## config.mk

```make
export PLATFORM = sky130hd
export DESIGN_NAME = filter_sched
export DESIGN_NICKNAME = d
export VERILOG_FILES = /design/src/rtl/filt_sched_pkg.sv /design/src/rtl/filter_sched_wait_timer.sv /design/src/rtl/filter_sched.sv
export SDC_FILE = /design/constraint.sdc
export NUM_CORES = 1
export LEC_CHECK = 0
export CAP_MARGIN = 20
export CORE_UTILIZATION = 40
export DETAILED_ROUTE_END_ITERATION = 6
export GPL_ROUTABILITY_DRIVEN = 0
export HOLD_SLACK_MARGIN = 0.05
export PLACE_DENSITY = 0.75
export SYNTH_ARGS = -nofsm -noshare
export SYNTH_HDL_FRONTEND = slang
export SYNTH_SLANG_ARGS = --single-unit
```

## constraint.sdc

```tcl
create_clock -name clk -period 8.2 [get_ports clk]
set_input_delay 1.64 -clock clk [delete_from_list [all_inputs] [get_ports clk]]
set_output_delay 1.64 -clock clk [all_outputs]
set_load 0.05 [all_outputs]
```

## src/rtl/filt_sched_pkg.sv

```systemverilog
// Shared definitions for the two-stage filter scheduler.
// Holds the FSM state encoding, the default hold/timeout constants and a
// small helper that sizes the cycle counters.
package filt_sched_pkg;

  typedef enum logic [2:0] {
    StIdle,
    StTrig1,
    StWait1,
    StCap1,
    StTrig2,
    StWait2,
    StCap2,
    StHold
  } state_e;

  localparam int unsigned HoldCycDefault = 3;
  localparam int unsigned TimeoutDefault = 8;

  // Width of a counter that runs from 0 to n-1 (at least one bit).
  function automatic int unsigned cnt_width(input int unsigned n);
    return (n < 2) ? 1 : $clog2(n);
  endfunction

endpackage

```

## src/rtl/filter_sched_wait_timer.sv

```systemverilog
// wait_timer: counts cycles spent in a WAIT state.
// Ports:
//   clk, reset  clock and asynchronous active-high reset
//   clear       zero the count (asserted the cycle before WAIT entry)
//   enable      advance the count by one this cycle
//   reached     high while the count is on its Limit-th cycle
module wait_timer
  import filt_sched_pkg::*;
#(
  parameter int unsigned Limit = TimeoutDefault
) (
  input  logic clk,
  input  logic reset,
  input  logic clear,
  input  logic enable,
  output logic reached
);

  localparam int unsigned CntW = cnt_width(Limit);
  localparam logic [CntW-1:0] Last = CntW'((Limit == 0) ? 0 : Limit - 1);

  logic [CntW-1:0] cnt_q, cnt_d;

  // cnt_q == k on the (k+1)-th enabled cycle, so Last marks the Limit-th one.
  assign reached = (cnt_q == Last);

  always_comb begin
    cnt_d = cnt_q;
    if (clear) begin
      cnt_d = '0;
    end else if (enable && !reached) begin
      cnt_d = cnt_q + CntW'(1);
    end
  end

  always_ff @(posedge clk or posedge reset) begin
    if (reset) begin
      cnt_q <= '0;
    end else begin
      cnt_q <= cnt_d;
    end
  end

endmodule

```

## src/rtl/filter_sched.sv

```systemverilog
// filter_sched: sequences one sample through two external notch stages.
// Ports:
//   clk, reset           clock, asynchronous active-high reset
//   frame_valid, x_in    new-sample strobe and sample
//   stage_en[1:0]        per-stage enable (0 = bypass that stage)
//   err_clr              clears the sticky overrun / timeout_err flags
//   trig1/2, done1/2     sample trigger to / done from each stage
//   st1_din/st2_din      data to each stage; st1_dout/st2_dout data back
//   y_out, out_valid     cascade result and its one-cycle strobe
//   busy                 FSM not idle
//   overrun, timeout_err sticky error flags
module filter_sched
  import filt_sched_pkg::*;
#(
  parameter int unsigned DATA_W   = 24,
  parameter int unsigned HOLD_CYC = HoldCycDefault,
  parameter int unsigned TIMEOUT  = TimeoutDefault
) (
  input  logic              clk,
  input  logic              reset,
  input  logic              frame_valid,
  input  logic [DATA_W-1:0] x_in,
  input  logic [1:0]        stage_en,
  input  logic              err_clr,
  output logic              trig1,
  output logic              trig2,
  input  logic              done1,
  input  logic              done2,
  output logic [DATA_W-1:0] st1_din,
  output logic [DATA_W-1:0] st2_din,
  input  logic [DATA_W-1:0] st1_dout,
  input  logic [DATA_W-1:0] st2_dout,
  output logic [DATA_W-1:0] y_out,
  output logic              out_valid,
  output logic              busy,
  output logic              overrun,
  output logic              timeout_err
);

  localparam int unsigned HoldW = cnt_width(HOLD_CYC);
  localparam logic [HoldW-1:0] HoldLast = HoldW'((HOLD_CYC == 0) ? 0 : HOLD_CYC - 1);

  state_e            state_q, state_d;
  logic [DATA_W-1:0] x_q, s1_q, y_q;
  logic [1:0]        en_q;
  logic [HoldW-1:0]  hold_cnt_q;
  logic              out_valid_q, overrun_q, timeout_q;
  logic              timer_clear, timer_en, timer_hit, timeout_evt;
  logic              accept, overrun_evt;

  wait_timer #(
    .Limit(TIMEOUT)
  ) u_wait_timer (
    .clk    (clk),
    .reset  (reset),
    .clear  (timer_clear),
    .enable (timer_en),
    .reached(timer_hit)
  );

  assign accept      = (state_q == StIdle) && frame_valid;
  assign overrun_evt = (state_q != StIdle) && frame_valid;

  always_comb begin
    state_d     = state_q;
    timer_clear = 1'b0;
    timer_en    = 1'b0;
    timeout_evt = 1'b0;
    unique case (state_q)
      StIdle:  if (frame_valid) state_d = StTrig1;
      StTrig1: begin
        timer_clear = 1'b1;
        state_d     = en_q[0] ? StWait1 : StCap1;
      end
      StWait1: begin
        timer_en = 1'b1;
        // done beats a timeout landing on the same cycle
        if (done1) begin
          state_d = StCap1;
        end else if (timer_hit) begin
          timeout_evt = 1'b1;
          state_d     = StIdle;
        end
      end
      StCap1:  state_d = StTrig2;
      StTrig2: begin
        timer_clear = 1'b1;
        state_d     = en_q[1] ? StWait2 : StCap2;
      end
      StWait2: begin
        timer_en = 1'b1;
        if (done2) begin
          state_d = StCap2;
        end else if (timer_hit) begin
          timeout_evt = 1'b1;
          state_d     = StIdle;
        end
      end
      StCap2:  state_d = (HOLD_CYC == 0) ? StIdle : StHold;
      StHold:  if (hold_cnt_q == HoldLast) state_d = StIdle;
      default: state_d = StIdle;
    endcase
  end

  always_ff @(posedge clk or posedge reset) begin
    if (reset) begin
      state_q     <= StIdle;
      x_q         <= '0;
      s1_q        <= '0;
      y_q         <= '0;
      en_q        <= '0;
      hold_cnt_q  <= '0;
      out_valid_q <= 1'b0;
      overrun_q   <= 1'b0;
      timeout_q   <= 1'b0;
    end else begin
      state_q <= state_d;
      if (accept) begin
        x_q  <= x_in;
        en_q <= stage_en;
      end
      if (state_q == StCap1) s1_q <= en_q[0] ? st1_dout : x_q;
      if (state_q == StCap2) y_q <= en_q[1] ? st2_dout : s1_q;
      out_valid_q <= (state_q == StCap2);
      if (state_q == StCap2) begin
        hold_cnt_q <= '0;
      end else if (state_q == StHold && hold_cnt_q != HoldLast) begin
        hold_cnt_q <= hold_cnt_q + HoldW'(1);
      end
      // A new error event outranks a simultaneous clear.
      if (overrun_evt) overrun_q <= 1'b1;
      else if (err_clr) overrun_q <= 1'b0;
      if (timeout_evt) timeout_q <= 1'b1;
      else if (err_clr) timeout_q <= 1'b0;
    end
  end

  assign trig1       = (state_q == StTrig1) && en_q[0];
  assign trig2       = (state_q == StTrig2) && en_q[1];
  assign st1_din     = x_q;
  assign st2_din     = s1_q;
  assign y_out       = y_q;
  assign out_valid   = out_valid_q;
  assign busy        = (state_q != StIdle);
  assign overrun     = overrun_q;
  assign timeout_err = timeout_q;

endmodule

```

After elaboration in Yosys (flattened, before gate mapping)
Cells that the tools add are included.
{"block": "word_totals", "regBits": 85}
{"block": "classes", "mux": 23, "addsub": 2, "eq_ne": 12, "reduce_logical": 16}
{"operator": "24-bit 2-to-1 mux", "count": 2}
{"operator": "3-bit one-hot mux with 8 select lines", "count": 1}
{"operator": "3-bit 2-to-1 mux", "count": 7}
{"operator": "3-bit == test (second input constant)", "count": 5}
{"operator": "1-bit 2-to-1 mux", "count": 9}
{"operator": "2-bit nonzero test", "count": 4}
{"operator": "3-bit by 2-bit == test with 1-bit output (second input constant)", "count": 2}
{"operator": "1-bit logical AND", "count": 6}
{"operator": "2-bit 2-to-1 mux", "count": 3}
{"operator": "2-bit != test (second input constant)", "count": 3}
{"operator": "2-bit OR reduction", "count": 2}
{"operator": "3-bit by 1-bit adder with 3-bit output (second input constant)", "count": 1}
{"operator": "3-bit by 1-bit == test with 1-bit output (second input constant)", "count": 1}
{"operator": "3-bit logical NOT", "count": 1}
{"operator": "3-bit nonzero test", "count": 1}
{"operator": "2-bit by 1-bit adder with 2-bit output (second input constant)", "count": 1}
{"operator": "2-bit == test (second input constant)", "count": 1}
{"operator": "1-bit one-hot mux with 2 select lines", "count": 1}
{"operator": "2-bit AND reduction", "count": 1}
{"operator": "1-bit logical NOT", "count": 1}

Longest topological paths before layout
Gate-level depths: netlist of the first run.
{"block": "logic_depth", "word_depth": 6, "mapped_depth": 7}

Hierarchy
From an unflattened synthesis of the first run, not the netlist that was laid out.
{"block": "unflattened", "cells_unflattened": 342, "area_unflattened_um2": 3972.6}
{"module": "filter_sched", "cells_each": 326, "instances": 1, "area_per_inst_um2": 3784.9}
{"module": "wait_timer", "cells_each": 16, "instances": 1, "area_per_inst_um2": 187.7}

Least setup slack after synthesis of the first run
OpenSTA, ideal clock, no wires.
{"block": "synth_path", "kind": "register to output", "start": "reg en_q[0]", "end": "out trig1", "t_arrival_ns": 1.292, "path_slack_ns": 5.268, "path_buffers": 2, "stages_incl_launch_ff": 4, "cell_sequence": "dfrtp_1 > buf_2 > buf_2 > and4_1"}
{"block": "synth_between", "elab_chain_cells": 1}
{"element": "start: declaration", "line": "filter_sched.sv:45", "text": "logic [1:0] en_q;"}
{"element": "start signal: assignment", "line": "filter_sched.sv:120", "text": "en_q <= stage_en;"}
{"element": "1-bit logical AND", "line": "filter_sched.sv:138", "text": "assign trig1 = (state_q == StTrig1) && en_q[0];"}
{"element": "end: declaration", "line": "filter_sched.sv:25", "text": "output logic trig1,"}
Every way passes these cells.

Worst setup path in the final report of the first run
{"block": "layout_path", "start": "reg state_q[0]", "end": "out trig2"}
{"block": "layout_between", "elab_chain_cells": 2}
{"element": "start: declaration", "line": "filter_sched.sv:43", "text": "state_e state_q, state_d;"}
{"element": "start signal: assignment", "line": "filter_sched.sv:107", "text": "state_q <= StIdle;"}
{"element": "start signal: assignment", "line": "filter_sched.sv:117", "text": "state_q <= state_d;"}
{"element": "3-bit == test", "line": "filter_sched.sv:139", "text": "assign trig2 = (state_q == StTrig2) && en_q[1];"}
{"element": "1-bit logical AND", "line": "filter_sched.sv:139"}
{"element": "end: declaration", "line": "filter_sched.sv:26", "text": "output logic trig2,"}
Every way passes these cells.

==> results.json, run 1 <==
{
  "outcome": "completed",
  "num_antenna_cells": 0,
  "crit_path_end_kind": "primary output",
  "first_iter_violations": 134,
  "tns_ns": 0,
  "seq_area_frac_synth_pct": 54.30,
  "cts_repair_resize_count": 0,
  "syn-instance-count": 345,
  "synthXorXnorAreaFrac_pct": 0,
  "rsz0062_at_grt": "false",
  "cts.root.buffer_cell": "clkbuf_8",
  "min_period_ns": 3.768,
  "synth-adder-area-share_pct": 0.9582,
  "cp-startpoint": "state_q[0]",
  "cp_top_family": "buffers and inverters",
  "wl_mm": 10.11,
  "peakVddDrop_mv": 0.1612,
  "path_depth": 4,
  "cts_tree": "done",
  "cpPeakStageDelay_ns": 0.81,
  "syn_area_um2": 3918,
  "fp.dieW_um": 101.0,
  "wl_met2_mm": 4.783,
  "mostFrequentLayoutCells": "clkdlybuf4s50_1 (157), dfrtp_1 (85), nand2_1 (57), o21ai_0 (53), mux2i_1 (48)",
  "htreeDepth": 3,
  "synth_top_family_by_area": "multiplexers",
  "path_clk_slew_ns": 0.08,
  "numCtsBuffers": 9,
  "grt_util_all_layers_pct": 20.24,
  "start_util_pct": 41.80,
  "maxSlewHeadroom_pct": 45.91,
  "clk-insertion-delay-late_ns": 0.34,
  "dpl.hpwl_mm": 7.648,
  "clock_path_buffers": 2,
  "cts_setup_buffers": 0,
  "setup_viol": 0,
  "r2r_slack_ns": 6.07,
  "drv_slew": 0,
  "io_pins": 158,
  "multi_input_area_um2": 1639,
  "grt_start_max_net_pins": 86,
  "rr_startpoint": "state_q[0]",
  "critPathRequiredTime_ns": 6.56,
  "yosys_most_used_dff": "dfrtp_1",
  "fmax_mhz": 265.4,
  "critPathSlowestCell": "clkdlybuf4s50_1",
  "core_area_um2": 9371,
  "synth_edf_count": 0,
  "ys_ff_latch": 85,
  "r2r_cells": 3,
  "areaGrowthSynthToFinish_pct": 47.24,
  "ys_types": 31,
  "synthSimpleGateAreaFrac_pct": 8.879,
  "die_h_um": 101.0,
  "drv_cap": 0,
  "layout.cells.non_filler": 630,
  "drive_gt1_share_pct": 10.18,
  "crit_type": "register to primary output",
  "drt_pass1_iterations": 4,
  "async_flop_share_pct": 100.0,
  "wl_per_cell_um": 16.04,
  "pwr_density_cell_nw_per_um2": 343.1,
  "placed_cells": 613,
  "tightest_slew_ns": 0.8114,
  "path_cells": "inv_1 > nand2_1 > nor2_1 > clkdlybuf4s50_1",
  "grt_pass1_vias": 3056,
  "cp_max_fo": 14,
  "drcViolationCount": 0,
  "syn_avg_cell_area_um2": 11.36,
  "numPortBuffers": 157,
  "rr_endpoint": "st1_din[8]",
  "antenna_found_initial": 0,
  "rows": 35,
  "top_layer": "met4",
  "start_kind": "register",
  "ff_latch_area_um2": 2127,
  "fin_nets": 579,
  "synth-compound-area-share_pct": 10.32,
  "power_leakage_nw": 2.418,
  "crit_path_end": "trig2",
  "vias_per_cell": 4.933,
  "synth_warnings": 0,
  "finalCritPeriodShare_pct": 45.95,
  "cp.arrival_ns": 2.13,
  "ant_nets": 0,
  "synthMuxAreaShare_pct": 21.65,
  "m1WireLength_mm": 4.649,
  "grt.overflow.total": 0,
  "num-fill-cells": 796,
  "hold_class": "register to register",
  "synth_nets": 428,
  "hold_buffers": 0,
  "path_buf_inv": 2,
  "fin_skew_ns": 0.01163,
  "final_common_cell": "clkdlybuf4s50_1",
  "clock-sinks": 85,
  "die_area_um2": 10190,
  "grt_pass1_wl_mm": 15.63,
  "hold_viol": 0,
  "via_count": 3108,
  "route.met3.wl_um": 579,
  "hold_ws_ns": 0.4813
}
==> where the power goes <==
part,switching [W],internal (W),leakage (nW)
Clock,0.000148,0.000119,0.0897
Sequential,0.000126,0.000548,1.12
Combinational,0.000646,0.000393,1.20
==> kinds of logic after synthesis <==
family	count (synthesis)
adder cells (fa/ha/maj)	3
AO/OA/AOI/OAI	71
multiplexers	74
buffers and inverters	30
flip-flops	85
AND/OR/NAND/NOR	82
==> layout make-up <==
class	instances	share of cell area (%)
sequential	85	36.88
timing repair buffer	163	28.37
inverter	7	0.4772
tap	129	2.798
multi-input combinational	230	28.42
clock buffer	11	2.451
clock inverter	5	0.6074
==> worst reg2reg max path: cells and delay by family (launching register included) <==
kind             cells  cell delay [ns]
muxes                1             0.44
and+or+nand+nor      2             1.06
DFF                  1             0.53
==> cells in the mapped netlist (all sizes together), types with 4 or more instances <==
master	n	area [um2]
a22oi	4	30.03
nand3	5	25.02
mux2	26	367.9
dfrtp	85	2127
a21oi	6	30.03
buf	17	103.9
nand2	57	214.0
clkbuf	6	22.52
inv	7	26.27
o21ai	53	265.3
mux2i	48	480.5
nor2	7	28.78
==> routing by layer <==
layer	track usage, %	vias to the layer above
li1	-	1505
met1	27.66	1482
met5	0	-
met3	5.479	7
met2	31.88	114
met4	5.240	0
==> flip-flops by register name, indices dropped and copies added, names as in the netlist <==
signal	count
hold_cnt_q	2
overrun	1
out_valid	1
state_q	3
en_q	2
y_out	24
timeout_err	1
st1_din	24
u_wait_timer.cnt_q	3
st2_din	24
==> worst min-delay path by stage <==
stage                    end           from  cells after the start  slack (ns)
5_1_grt            y_out[23]      y_out[23]                      2        0.51
3_5_place_dp        y_out[5]       y_out[5]                      2        0.47
4_1_cts             y_out[5]       y_out[5]                      2        0.49
6_report           y_out[23]      y_out[23]                      2        0.48
2_1_floorplan  hold_cnt_q[1]  hold_cnt_q[1]                      2        0.45
3_3_place_gp       y_out[23]      y_out[23]                      2        0.47
==> stage by stage <==
step / power (W) / setup slack [ns] / area, um2 / util, %
floorplan: 0.001364 / 4.367 / 3918 / -
global placement: 0.001697 / 4.766 / 5564 / 59.37
detailed placement: 0.001723 / 4.741 / 5564 / 59.37
CTS: 0.001992 / 4.423 / 5741 / 61.26
global route: 0.002093 / 4.343 / 5768 / 61.55
finish: 0.001979 / 4.432 / 5768 / 61.55
Power figures use the tool's default switching activity.
==> run 2: changes to the inputs <==
==> constraint.sdc (replaced) <==
create_clock -name clk -period 3.9 [get_ports clk]
set_input_delay 0.78 -clock clk [delete_from_list [all_inputs] [get_ports clk]]
set_output_delay 0.78 -clock clk [all_outputs]
set_load 0.05 [all_outputs]
==> run 2 against run 1 <==
Effect of this change: critical endpoint unchanged; highest routed layer unchanged; worst hold slack better by 0.0051 ns; final cell count shrank 0.16%; sequential power up 110%.
==> results.json, run 2 (synthesis gave the netlist of run 1 again) <==
{
  "grt_start_max_net_pins": 49,
  "areaGrowthSynthToFinish_pct": 47.33,
  "hold_buffers": 0,
  "placed_area_um2": 5577,
  "finalPower_w": 0.004192,
  "rr_endpoint": "st1_din[6]",
  "hp-start": "y_out[16]",
  "fmax_mhz": 338.5,
  "io_pins": 158,
  "fin_nets": 578,
  "hold_viol": 0,
  "route.met3.wl_um": 524,
  "r2r_cells": 3,
  "setup_viol": 0,
  "holdPathStages": 2,
  "top_layer": "met4",
  "critPathRequiredTime_ns": 3.12,
  "via_count": 3101,
  "start_kind": "register",
  "crit_path_end_kind": "primary output",
  "cts_setup_buffers": 0,
  "fp.dieW_um": 101.0,
  "wl_mm": 10.23,
  "die_h_um": 101.0,
  "drt_pass1_iterations": 4,
  "wl_met2_mm": 4.767,
  "r2r_slack_ns": 1.74,
  "peakVddDrop_mv": 0.2758,
  "htreeDepth": 3,
  "mostFrequentLayoutCells": "clkdlybuf4s50_1 (157), dfrtp_1 (85), nand2_1 (57), o21ai_0 (53), mux2i_1 (48)",
  "numPortBuffers": 157,
  "hold_class": "register to register",
  "clk-insertion-delay-late_ns": 0.34,
  "cp.arrival_ns": 2.17,
  "num_antenna_cells": 0,
  "ant_nets": 0,
  "critPathSlowestCell": "clkdlybuf4s50_1",
  "fin_skew_ns": 0.01596,
  "outcome": "completed",
  "final_common_cell": "clkdlybuf4s50_1",
  "rr_startpoint": "state_q[0]",
  "die_area_um2": 10190,
  "rsz0062_at_grt": "false",
  "m1WireLength_mm": 4.768,
  "pwr_density_cell_nw_per_um2": 726.4,
  "drive_gt1_share_pct": 10.20,
  "rows": 35,
  "grt_util_all_layers_pct": 21.01,
  "grt.overflow.total": 0,
  "clock-sinks": 85,
  "tns_ns": 0,
  "power_leakage_nw": 2.419,
  "start_util_pct": 41.80,
  "min_period_ns": 2.954,
  "finalCritPeriodShare_pct": 75.74,
  "path_cells": "inv_1 > nand2_1 > nor2_1 > clkdlybuf4s50_1",
  "num-fill-cells": 797,
  "cts_repair_resize_count": 0,
  "path_clk_slew_ns": 0.09,
  "drv_cap": 0,
  "cts.root.buffer_cell": "clkbuf_8",
  "drv_slew": 0,
  "antenna_found_initial": 0,
  "crit_type": "register to primary output",
  "clock_path_buffers": 2,
  "wl_per_cell_um": 16.26,
  "maxSlewHeadroom_pct": 45.81,
  "cts_tree": "done",
  "grt_pass1_vias": 3132,
  "drcViolationCount": 0,
  "tightest_slew_ns": 0.8129,
  "core_area_um2": 9371,
  "numCtsBuffers": 9,
  "fin_area_um2": 5772,
  "cp_max_fo": 14,
  "dpl.hpwl_mm": 7.766,
  "cpPeakStageDelay_ns": 0.81,
  "hold_ws_ns": 0.4864,
  "holdPathEnd": "y_out[16]",
  "setup_ws_ns": 0.9462,
  "grt_pass1_wl_mm": 16.33,
  "post-place-ws_ns": 1.301,
  "first_iter_violations": 117,
  "vias_per_cell": 4.930
}
-- run 2: changes by cell type in the layout (fill, tap and decap cells not counted) --
cell and delta:
clkbuf_8 +2, buf_4 -1, buf_12 +1, clkbuf_1 -1, buf_16 -1, clkinv_2 -1
-- run 2: cell type report --
type / count / area, um2 / area share, %
repair buffers: 162 / 1622 / 28.09
clock inverters: 4 / 30.03 / 0.5203
inverters: 7 / 27.53 / 0.4769
flip-flops and latches: 85 / 2127 / 36.85
clock buffers: 12 / 165.2 / 2.861
multi-input cells: 230 / 1639 / 28.40
well taps: 129 / 161.4 / 2.796
-- run 2: worst max-delay path: cells and delay by family, from the launching register on --
family / cells / cell delay (ns)
AND/OR/NAND/NOR: 2 / 0.23
buffers and inverters: 2 / 1.05
flip-flops: 1 / 0.54
-- run 2: per-layer routing --
layer  vias up  GRT usage [%]
met5         -              0
met4         0          8.027
met3        15          4.369
met2        97          31.40
met1      1479          29.98
li1       1510              -
-- run 2: metrics by stage --
| step | util [%] | std cells |
|---|---|---|
| after floorplan | - | 345 |
| after global placement | 59.51 | 613 |
| after detailed placement | 59.51 | 613 |
| after CTS | 61.59 | 629 |
| after global routing | 61.59 | 629 |
| final | 61.59 | 629 |
-- run 2: how the worst max path moves through the flow --
stage / endpoint / depth (start not counted) / slack, ns / from
2_1_floorplan: en_q[0] / 1 / 0.93 / reset
3_3_place_gp: st1_din[6] / 3 / 1.33 / frame_valid
3_5_place_dp: st1_din[6] / 3 / 1.30 / frame_valid
4_1_cts: trig2 / 4 / 0.95 / state_q[0]
5_1_grt: trig2 / 4 / 0.85 / state_q[0]
6_report: trig2 / 4 / 0.95 / state_q[0]
-- run 2: where the power goes --
group,switching [W],leakage [nW],internal [W],total [W]
logic,0.00136,1.20,0.000824,0.00218
registers,0.000262,1.12,0.00115,0.00141
clock network,0.000308,0.0990,0.000286,0.000594
total,0.00193,2.42,0.00226,0.00419
